`src/rtl/instr_issuer.sv`:
```
// Instruction issuer: streams a small program buffer to the CPU over the in/load/s/w handshake.
// Each entry gets a one-cycle load, a one-cycle start, then a bounded wait for w to fall and rise.
module instr_issuer #(
    parameter int DEPTH   = 16,
    parameter int ADDR_W  = 4,
    parameter int TIMEOUT = 64
) (
    input  logic              clk,
    input  logic              reset,
    input  logic              wr_en_i,
    input  logic [ADDR_W-1:0] wr_addr_i,
    input  logic [15:0]       wr_data_i,
    input  logic              run_i,
    input  logic [ADDR_W:0]   run_len_i,
    output logic              busy_o,
    output logic              done_o,
    output logic              err_o,
    output logic [ADDR_W-1:0] pc_o,
    output logic [ADDR_W:0]   issued_o,
    output logic [2:0]        flags_o,
    output logic [15:0]       cpu_in_o,
    output logic              cpu_load_o,
    output logic              cpu_s_o,
    input  logic              cpu_w_i,
    input  logic              cpu_N_i,
    input  logic              cpu_V_i,
    input  logic              cpu_Z_i,
    output logic [2:0]        state_o
);

    localparam int CNT_W = (TIMEOUT > 2) ? $clog2(TIMEOUT) : 1;
    localparam logic [CNT_W-1:0] TMO_LAST = CNT_W'(TIMEOUT - 1);

    typedef enum logic [2:0] {
        IDLE      = 3'd0,
        LOAD      = 3'd1,
        START     = 3'd2,
        WAIT_ACK  = 3'd3,
        WAIT_DONE = 3'd4,
        FINISH    = 3'd5,
        ERROR     = 3'd6
    } state_t;

    state_t            state_q;
    logic [15:0]       mem_q [DEPTH];
    logic [CNT_W-1:0]  tmo_q;
    logic [ADDR_W:0]   len_q;
    logic              busy_q, done_q, err_q, load_q, s_q;
    logic [ADDR_W-1:0] pc_q;
    logic [ADDR_W:0]   issued_q;
    logic [2:0]        flags_q;
    logic [15:0]       cpu_in_q;

    logic [15:0]       first_word;
    logic [ADDR_W-1:0] pc_d;
    logic              last_instr;

    // A write landing on the same edge as run must be visible to the first LOAD.
    assign first_word = (wr_en_i && wr_addr_i == '0) ? wr_data_i : mem_q[0];
    assign pc_d       = pc_q + ADDR_W'(1);
    assign last_instr = ((ADDR_W+1)'(pc_q) + (ADDR_W+1)'(1)) == len_q;

    always_ff @(posedge clk) begin
        if (wr_en_i && state_q == IDLE) begin
            mem_q[wr_addr_i] <= wr_data_i;
        end
    end

    // Handshake: cpu_in is stable from LOAD onward; load and s are single-cycle strobes in
    // LOAD and START; the CPU acknowledges by dropping w and completes by raising it again.
    always_ff @(posedge clk) begin
        if (reset) begin
            state_q  <= IDLE;
            busy_q   <= 1'b0;
            done_q   <= 1'b0;
            err_q    <= 1'b0;
            load_q   <= 1'b0;
            s_q      <= 1'b0;
            pc_q     <= '0;
            issued_q <= '0;
            flags_q  <= '0;
            cpu_in_q <= '0;
            tmo_q    <= '0;
            len_q    <= '0;
        end else begin
            done_q <= 1'b0;
            case (state_q)
                IDLE: begin
                    if (run_i) begin
                        busy_q <= 1'b1;
                        if (run_len_i > (ADDR_W+1)'(DEPTH)) begin
                            state_q <= ERROR;
                            err_q   <= 1'b1;
                        end else begin
                            err_q    <= 1'b0;
                            issued_q <= '0;
                            pc_q     <= '0;
                            len_q    <= run_len_i;
                            if (run_len_i == '0) begin
                                state_q <= FINISH;
                                done_q  <= 1'b1;
                            end else begin
                                state_q  <= LOAD;
                                load_q   <= 1'b1;
                                cpu_in_q <= first_word;
                            end
                        end
                    end
                end
                LOAD: begin
                    load_q  <= 1'b0;
                    s_q     <= 1'b1;
                    state_q <= START;
                end
                START: begin
                    s_q     <= 1'b0;
                    tmo_q   <= '0;
                    state_q <= WAIT_ACK;
                end
                WAIT_ACK: begin
                    if (!cpu_w_i) begin
                        tmo_q   <= '0;
                        state_q <= WAIT_DONE;
                    end else if (tmo_q == TMO_LAST) begin
                        err_q   <= 1'b1;
                        state_q <= ERROR;
                    end else begin
                        tmo_q <= tmo_q + CNT_W'(1);
                    end
                end
                WAIT_DONE: begin
                    if (cpu_w_i) begin
                        flags_q  <= {cpu_N_i, cpu_V_i, cpu_Z_i};
                        issued_q <= issued_q + (ADDR_W+1)'(1);
                        if (last_instr) begin
                            done_q  <= 1'b1;
                            state_q <= FINISH;
                        end else begin
                            pc_q     <= pc_d;
                            load_q   <= 1'b1;
                            cpu_in_q <= mem_q[pc_d];
                            state_q  <= LOAD;
                        end
                    end else if (tmo_q == TMO_LAST) begin
                        err_q   <= 1'b1;
                        state_q <= ERROR;
                    end else begin
                        tmo_q <= tmo_q + CNT_W'(1);
                    end
                end
                FINISH, ERROR: begin
                    busy_q  <= 1'b0;
                    state_q <= IDLE;
                end
                default: begin
                    busy_q  <= 1'b0;
                    state_q <= IDLE;
                end
            endcase
        end
    end

    assign busy_o     = busy_q;
    assign done_o     = done_q;
    assign err_o      = err_q;
    assign pc_o       = pc_q;
    assign issued_o   = issued_q;
    assign flags_o    = flags_q;
    assign cpu_in_o   = cpu_in_q;
    assign cpu_load_o = load_q;
    assign cpu_s_o    = s_q;
    assign state_o    = state_q;

endmodule
```
`config.mk`:
```
export PLATFORM = sky130hd
export DESIGN_NAME = instr_issuer
export DESIGN_NICKNAME = d
export VERILOG_FILES = /design/src/rtl/instr_issuer.sv
export SDC_FILE = /design/constraint.sdc
export NUM_CORES = 1
export LEC_CHECK = 0
export CORE_UTILIZATION = 50
export DETAILED_ROUTE_END_ITERATION = 10
export PLACE_DENSITY = 0.69
export SETUP_SLACK_MARGIN = 0.1
export SLEW_MARGIN = 30
export SYNTH_ARGS = -nofsm -noshare
export SYNTH_HDL_FRONTEND = slang
export SYNTH_SLANG_ARGS = --single-unit
```
`constraint.sdc`:
```
create_clock -name clk -period 4.5 [get_ports clk]
set_input_delay 1.35 -clock clk [delete_from_list [all_inputs] [get_ports clk]]
set_output_delay 1.35 -clock clk [all_outputs]
set_load 0.01 [all_outputs]
```
==> results.json <==
{
  "async_reset_ff_frac": 0,
  "synth-xor-area-share": 0.0101,
  "syn_inst": 754,
  "htreeDepth": 1,
  "grt_pass1_wl_um": 45200,
  "drcViolationCount": 0,
  "num_io_pins": 69,
  "hpwl_um": 18300,
  "period_needed_ns": 3.83,
  "antenna_found_initial": 0,
  "finalCritPeriodShare": 0.850,
  "final_cell_mix": "edfxtp_1 (256), nand2_1 (81), clkdlybuf4s50_1 (68)",
  "final_common_cell": "edfxtp_1",
  "synth_edf_count": 256,
  "rsz0062_at_grt": "false",
  "cts.sinks": 303,
  "ff_latch_area_um2": 8630,
  "areaGrowthSynthToFinish_pct": 18.1,
  "ant_nets": 0,
  "maxSlewHeadroom": 0.403,
  "wl_per_cell_um": 24.6,
  "finalHoldViolCount": 0,
  "cts_buffers": 30,
  "design.core.area_um2": 24400,
  "synth_nets": 793,
  "cts-root-buf": "clkbuf_16",
  "synth-simple-area-share": 0.0716,
  "grtUsageTotal": 0.234,
  "synth.cell_area_um2": 12500,
  "die_w_um": 160,
  "fmax_ghz": 0.261,
  "ys_ff_latch": 303,
  "power.total_mw": 6.47,
  "gp_congestion": 0.863,
  "die_h_um": 160,
  "cpPeakStageDelay_ns": 0.58,
  "skew_ns": 0.0138,
  "cap_violations": 0,
  "postCtsSetupBuffers": 0,
  "tightest_slew_ns": 0.896,
  "die_area_um2": 25600,
  "critPathRequiredTime_ns": 4.90,
  "drt_iter0_drc": 795,
  "n_antenna_cell": 0,
  "grt_pass1_vias": 7558,
  "vias": 7359,
  "start_util": 0.512,
  "end_kind": "flop",
  "drtPass1Iterations": 6,
  "arrival_ns": 4.23,
  "irDropWorstVdd_mv": 0.232,
  "grt-ovfl-total": 0,
  "synth_top_family_by_area": "multiplexers",
  "crit_path_frequent_cell": "buf_4",
  "synthMuxAreaShare": 0.138,
  "drv_slew": 0,
  "critPathLaunchType": "primary input",
  "power_leakage_nw": 4.78,
  "wl_um": 29400,
  "hold_buffers": 0,
  "crit_type": "in -> reg",
  "crit_chain": "clkdlybuf4s50_1, or4_1, ha_1, nor3b_1, o21ai_1, a21oi_2, buf_4, and2_1, buf_4, a311oi_1",
  "synth_adder_area_share": 0.00601,
  "portBuffers": 68,
  "crit_slowest_cell": "or4_1",
  "clk_latency_ns": 0.55,
  "std_cell_rows": 57,
  "syn_area_per_cell_um2": 16.6,
  "finalSetupViolations": 0,
  "nets": 885,
  "synth_compound_area_frac": 0.0634,
  "yosys_warnings": 0,
  "powerDensity_nw_per_um2": 438,
  "multi_input_area_um2": 3680,
  "synthFlopType": "edfxtp_1",
  "hold_class": "reg -> reg",
  "yosysUniqueCellTypes": 68,
  "grt_max_degree": 54,
  "drive_above_1_share": 0.180,
  "ys_seq_area_frac": 0.690,
  "path_clk_slew_ns": 0.06,
  "cts_resized": 0,
  "cts_tree": "built",
  "fillCellCount": 1767,
  "status": "completed",
  "tns_ns": 0,
  "vias_per_cell": 6.17,
  "clk_path_buf_depth": 3,
  "cp_max_fo": 15
}
synth_stat cells (all sizes together), types with 5 or more instances:
| cell type | count | share of area |
|---|---|---|
| inv | 10 | 0.0030 |
| dfxtp | 47 | 0.075 |
| o22a | 11 | 0.0077 |
| nand2 | 81 | 0.024 |
| nor3 | 11 | 0.0053 |
| edfxtp | 256 | 0.62 |
| mux2i | 31 | 0.025 |
| o22ai | 5 | 0.0025 |
| nand4 | 6 | 0.0030 |
| clkbuf | 14 | 0.0042 |
| nor2 | 42 | 0.013 |
| mux4 | 62 | 0.11 |
| buf | 27 | 0.013 |
| nand3b | 5 | 0.0030 |
| nand3 | 9 | 0.0036 |
| o21ai | 13 | 0.0052 |
| a311oi | 11 | 0.011 |
| ha | 6 | 0.0060 |
| a21oi | 33 | 0.014 |
| xor2 | 6 | 0.0048 |
sequential cells by signal, summed over array words and instances, names as in the netlist:
signal / flops
busy_o: 1
cpu_in_o: 16
cpu_load_o: 1
cpu_s_o: 1
done_o: 1
err_o: 1
flags_o: 3
issued_o: 5
len_q: 5
mem_q: 256
pc_o: 4
state_o: 3
tmo_q: 6
worst paths after layout:
kind         depth (start not counted)     endpoint         start  slack (ns)
min                                  2   flags_o[0]    flags_o[0]        0.46
max                                 10  cpu_in_o[5]  run_len_i[3]        0.67
min reg2reg                          2   flags_o[0]    flags_o[0]        0.46
max reg2reg                          4  cpu_in_o[0]    state_o[2]        1.55
stage by stage:
step,utilization,hold slack [ns],cell area (µm²),cells,setup slack (ns)
CTS,0.605,0.470,14800,1193,0.737
global route,0.605,0.483,14800,1193,0.593
global placement,0.562,0.442,13700,1138,0.404
finish,0.605,0.462,14800,1193,0.674
detailed placement,0.563,0.461,13700,1138,0.264
floorplan,-,0.470,12500,754,0.642
logic make-up (layout without fill, tap and decap cells):
logic type	after synthesis	after routing
AOI/OAI and AO/OA	105	105
xor gates and xnor gates	11	11
adders and majority gates	6	6
buffers and inverters	51	166
DFF	303	303
muxes	93	93
and+or+nand+nor	185	185
critical path: cells and delay by family:
| family | cells | cell delay (ns) |
|---|---|---|
| AO/OA/AOI/OAI | 3 | 0.61 |
| adder cells (fa/ha/maj) | 1 | 0.28 |
| buffers and inverters | 3 | 0.89 |
| AND/OR/NAND/NOR | 3 | 1.09 |
per-layer routing:
layer  track usage  wire length [µm]  share of wire  up-vias
li1              -                 -              -     3186
met1         0.316             11900           0.40     3698
met2         0.397             14500           0.49      413
met3        0.0387              2420          0.082       62
met4        0.0554               556          0.019        0
met5             0                 0              0        -
cell type report:
| type | count | share of cell area |
|---|---|---|
| multi-input combinational | 400 | 0.249 |
| sequential | 303 | 0.585 |
| timing repair buffer | 101 | 0.0665 |
| clock buffer | 34 | 0.0533 |
| tap | 324 | 0.0275 |
| inverter | 10 | 0.00254 |
| clock inverter | 21 | 0.0164 |
report_power, final:
part	switching [mW]	internal, mW
logic	0.368	0.289
clock network	1.01	1.58
registers	0.0794	3.14
total	1.46	5.01
No activity file was read; power rests on OpenSTA's default activity.
==> RTL change 1: new RTL, same flow settings <==
Register the input `wr_data_i` before use, with the module's reset. The logic sees it one clock later. The other inputs are not delayed to match.
--- a/src/rtl/instr_issuer.sv
+++ b/src/rtl/instr_issuer.sv
@@ -41,6 +41,16 @@
         ERROR     = 3'd6
     } state_t;
 
+    logic [15:0] wr_data_q;
+
+    always_ff @(posedge clk) begin
+        if (reset) begin
+            wr_data_q <= '0;
+        end else begin
+            wr_data_q <= wr_data_i;
+        end
+    end
+
     state_t            state_q;
     logic [15:0]       mem_q [DEPTH];
     logic [CNT_W-1:0]  tmo_q;
@@ -56,13 +66,13 @@
     logic              last_instr;
 
     // A write landing on the same edge as run must be visible to the first LOAD.
-    assign first_word = (wr_en_i && wr_addr_i == '0) ? wr_data_i : mem_q[0];
+    assign first_word = (wr_en_i && wr_addr_i == '0) ? wr_data_q : mem_q[0];
     assign pc_d       = pc_q + ADDR_W'(1);
     assign last_instr = ((ADDR_W+1)'(pc_q) + (ADDR_W+1)'(1)) == len_q;
 
     always_ff @(posedge clk) begin
         if (wr_en_i && state_q == IDLE) begin
-            mem_q[wr_addr_i] <= wr_data_i;
+            mem_q[wr_addr_i] <= wr_data_q;
         end
     end
 
Behaviour: not the same (a bounded check fails within 4 cycles, from zero or initial values and one cycle with reset high).
==> RTL change 1 against the original RTL <==
The run now ends with DRC left. Routed wire length rose by 6.6%. Setup slack better by 0.30 ns. Synthesized area grew 1.9%. Power rose by 2.3%. Cell area increased by 2.3%. Clock power rose by 4%. Via count is 12% higher. Sequential cell count rose by 16. Critical endpoint is now cpu_in_o[11]. Largest cell class unchanged. Largest power group unchanged.
==> RTL change 1: results (changes against the original RTL) <==
* Failing checks: DRC
* Reg-to-reg startpoint: pc_o[1] (was state_o[2])
* Dominant cells by area after synthesis: edfxtp_1 (60%), dfxtp_1 (9.9%), nand2_1 (5.2%), mux2i_1 (4.6%), nand3_1 (3.9%) (was edfxtp_1 (62%), mux4_2 (10%), dfxtp_1 (7.5%), mux2i_1 (2.5%), nand2_1 (2.4%))
* Reg-to-reg endpoint: cpu_in_o[11] (was cpu_in_o[0])
* Post-Synthesis Cells at 961 (was 754)
* Mux cell area share after synthesis at 0.06141 (was 0.1384)
* Synth cell types at 47 (was 68)
* Comb_multi_in at 582 (was 400)
* Crit path DAT at 3.99 ns (was 4.23 ns)
* Max FO, Critical Path at 16 (was 15)
* Router iterations before antenna repair at 9 (was 6)
* Share of cells above drive strength 1 at 0.1206 (was 0.1795)
* Synthesized flop and latch total at 319 (was 303)
* Sequential share of cell area at 0.5925 (was 0.5846)
* Clock skew at 0.01870 ns (was 0.01385 ns)
* Via/cell ratio at 5.874 (was 6.168)
* Combinational Power Share at 0.081 (was 0.102)
* Largest net degree at the start of global routing at 44 (was 54)
* Fill count at 1974 (was 1767)
* Number of CTS-inserted buffers at 31 (was 30)
* NonClk Buf Share at 0.06760 (was 0.06652)
* Maximum vdd drop at 0.2910 mV (was 0.2322 mV)
* Dpl cells at 1350 (was 1138)
* Sw Ratio at 0.2283 (was 0.2257)
* Total track usage at 0.2420 (was 0.2337)
* GRT met1 Usage at 0.3453 (was 0.3165)
* DRT met1 WL at 13580 µm (was 11870 µm)
* Nets at 1092 (was 885)
* R2R setup slack at 1.51 ns (was 1.55 ns)
* Met2 Usage GRT at 0.3787 (was 0.3970)
* Invs w/o clock at 5 (was 10)
* LEAKAGE at 0.005056 µW (was 0.004775 µW)
* Vias in the first global route at 7924 (was 7558)
* Seq/Total Area, Yosys at 0.7028 (was 0.6904)
* Final GP Congestion at 0.8408 (was 0.8634)
* Met3 WL post-DR at 2100 µm (was 2416 µm)
* # clk buffers at 41 (was 34)
* First-pass GRT wire length at 47060 µm (was 45150 µm)
* # DRC at 1 (was 0)
* DR WL met2 at 14380 µm (was 14520 µm)
* Bufs w/o clock at 114 (was 101)
* Post-synthesis xor/xnor area fraction at 0.01228 (was 0.01011)
* Flop pwr share at 0.511 (was 0.497)
* Outcome: finished with violations (was complete, no violations)
-- RTL change 1: worst max path at each step --
stage                             from      endpoint  slack, ns  depth (start not counted)
after floorplan           run_len_i[0]       pc_o[2]       0.89                          8
after global placement    run_len_i[0]   cpu_in_o[6]       0.50                          8
after detailed placement  run_len_i[0]  cpu_in_o[11]       0.43                          8
after CTS                 run_len_i[0]  cpu_in_o[11]       1.01                          8
after global routing      run_len_i[0]       pc_o[2]       0.86                          9
final                     run_len_i[0]  cpu_in_o[11]       0.97                          8
-- RTL change 1: through the flow --
step / power, µW / setup WS (ns) / area, µm² / utilization / hold WS (ns)
CTS: 6647 / 1.011 / 15100 / 0.6015 / 0.4591
detailed placement: 3978 / 0.4254 / 14020 / 0.5585 / 0.4502
global route: 6810 / 0.8551 / 15100 / 0.6015 / 0.4826
floorplan: 3715 / 0.8861 / 12730 / - / 0.4651
finish: 6619 / 0.9713 / 15100 / 0.6015 / 0.4560
global placement: 3967 / 0.4971 / 14020 / 0.5585 / 0.4438
==> RTL change 2: new RTL, same flow settings <==
Without the edit above. `DEPTH`: 16 -> 64.
--- a/src/rtl/instr_issuer.sv
+++ b/src/rtl/instr_issuer.sv
@@ -1,7 +1,7 @@
 // Instruction issuer: streams a small program buffer to the CPU over the in/load/s/w handshake.
 // Each entry gets a one-cycle load, a one-cycle start, then a bounded wait for w to fall and rise.
 module instr_issuer #(
-    parameter int DEPTH   = 16,
+    parameter int DEPTH   = 64,
     parameter int ADDR_W  = 4,
     parameter int TIMEOUT = 64
 ) (
Function: changed (a bounded check fails within 4 cycles, from zero or initial values and one cycle with reset high).
==> RTL change 2 against the original RTL <==
Sequential cell count did not move. Hold slack better by 0.0051 ns. Sequential power increased by 2%. Power fell by 0.18%. Cell area down 5.8%. Synthesized area shrank 4.7%. Count of clock-buffer cells in the layout is 9 higher. Register-to-register slack lost 0.08 ns. Synthesized cell count decreased by 9.8%. Setup slack improved by 0.56 ns. Routed wire length down 10%. Global-route usage down 0.84 points.
==> RTL change 2: results (changes against the original RTL) <==
* Largest net degree at the start of global routing at 43 (was 54)
* DRT met1 WL at 10980 µm (was 11870 µm)
* Port Buffers at 68 (unchanged)
* Dominant cells by area after synthesis: edfxtp_1 (65%), mux4_2 (12%), dfxtp_1 (7.9%), nand2_1 (2.6%), nand3_1 (1.6%) (was edfxtp_1 (62%), mux4_2 (10%), dfxtp_1 (7.5%), mux2i_1 (2.5%), nand2_1 (2.4%))
* Share of cells above drive strength 1 at 0.2023 (was 0.1795)
* Drt total wl at 26330 µm (was 29360 µm)
* Slowest cell on the critical path: dfxtp_4 (was or4_1)
* Met3 Use GR at 0.03849 (was 0.03870)
* Fin cells at 1110 (was 1193)
* GRT met1 Usage at 0.3109 (was 0.3165)
* Max FO, Critical Path at 28 (was 15)
* Synth top cells by count: edfxtp_1 (256), nand2_1 (83), mux4_2 (64) (was edfxtp_1 (256), nand2_1 (81), mux4_2 (56))
* Maximum vdd drop at 0.2897 mV (was 0.2322 mV)
* Outcome: complete, no violations (unchanged)
* Overflow after GRT at 0 (unchanged)
* Synth cell types at 53 (was 68)
* CP delay by family, top: flip-flops (was simple AND/OR/NAND/NOR gates)
* DP Area at 13020 µm² (was 13730 µm²)
* Met3 WL post-DR at 1900 µm (was 2416 µm)
* Crit path DAT at 1.92 ns (was 4.23 ns)
* Fill count at 1776 (was 1767)
* Crit-path max cell delay at 0.71 ns (was 0.58 ns)
* LEAKAGE at 0.004430 µW (was 0.004775 µW)
* Router iterations before antenna repair at 8 (was 6)
* First-pass GRT wire length at 40100 µm (was 45150 µm)
* Number of CTS-inserted buffers at 29 (was 30)
* Final GP Congestion at 0.9404 (was 0.8634)
* Clock skew at 0.01101 ns (was 0.01385 ns)
* DR WL met2 at 12710 µm (was 14520 µm)
* Seq/Total Area, Yosys at 0.7241 (was 0.6904)
* Uppermost layer routed: met4 (unchanged)
* Post-Synthesis Cells at 680 (was 754)
* Via count at 6590 (was 7359)
* Cts repair resizes at 0 (unchanged)
* Post-CTS setup buffers at 0 (unchanged)
* Worst-Margin Slew at 0.9359 ns (was 0.8956 ns)
* Met2 Usage GRT at 0.3671 (was 0.3970)
* Total track usage at 0.2253 (was 0.2337)
* Nets at 804 (was 885)
* Number of DRC markers in iteration 0 at 747 (was 795)
* Syn nets at 716 (was 793)
RTL change 2: cell families after synthesis:
group,count (synthesis),synth area share
AOI/OAI and AO/OA,58,0.03801
xor gates and xnor gates,15,0.01386
adders and majority gates,3,0.003150
buffers and inverters,39,0.01921
DFF,303,0.7241
muxes,66,0.1227
and+or+nand+nor,196,0.07896
RTL change 2: final timing paths:
kind / startpoint / end / slack [ns] / cells after the start
hold / removal: cpu_in_o[0] / cpu_in_o[0] / 0.47 / 1
setup / recovery: pc_o[0] / pc_o[0] / 1.23 / 1
setup reg to reg: pc_o[0] / pc_o[2] / 1.47 / 6
hold reg to reg: cpu_in_o[0] / cpu_in_o[0] / 0.47 / 1
RTL change 2: area by class of cell:
| cell class | instances | area (µm²) | area share |
|---|---|---|---|
| inverter | 4 | 15.01 | 0.001079 |
| timing repair buffer | 92 | 860.8 | 0.06188 |
| clock inverter | 11 | 73.82 | 0.005306 |
| tap | 319 | 399.1 | 0.02869 |
| sequential | 303 | 8632 | 0.6205 |
| clock buffer | 43 | 808.3 | 0.05810 |
| multi-input combinational | 338 | 3123 | 0.2245 |
RTL change 2: stage by stage:
| stage | util | hold WS [ns] | total power, µW | setup WS [ns] |
|---|---|---|---|---|
| 2_1_floorplan | - | 0.4504 | 3951 | 1.164 |
| 3_3_place_gp | 0.5563 | 0.4512 | 4226 | 0.9741 |
| 3_5_place_dp | 0.5563 | 0.4571 | 4254 | 0.9088 |
| 4_1_cts | 0.5940 | 0.4718 | 6499 | 1.155 |
| 5_1_grt | 0.5945 | 0.4838 | 6686 | 1.117 |
| 6_report | 0.5945 | 0.4675 | 6457 | 1.231 |
RTL change 2: report_power, final:
group | switching, µW | internal [µW]
clock network | 1010 | 1250
registers | 117 | 3150
logic | 471 | 456
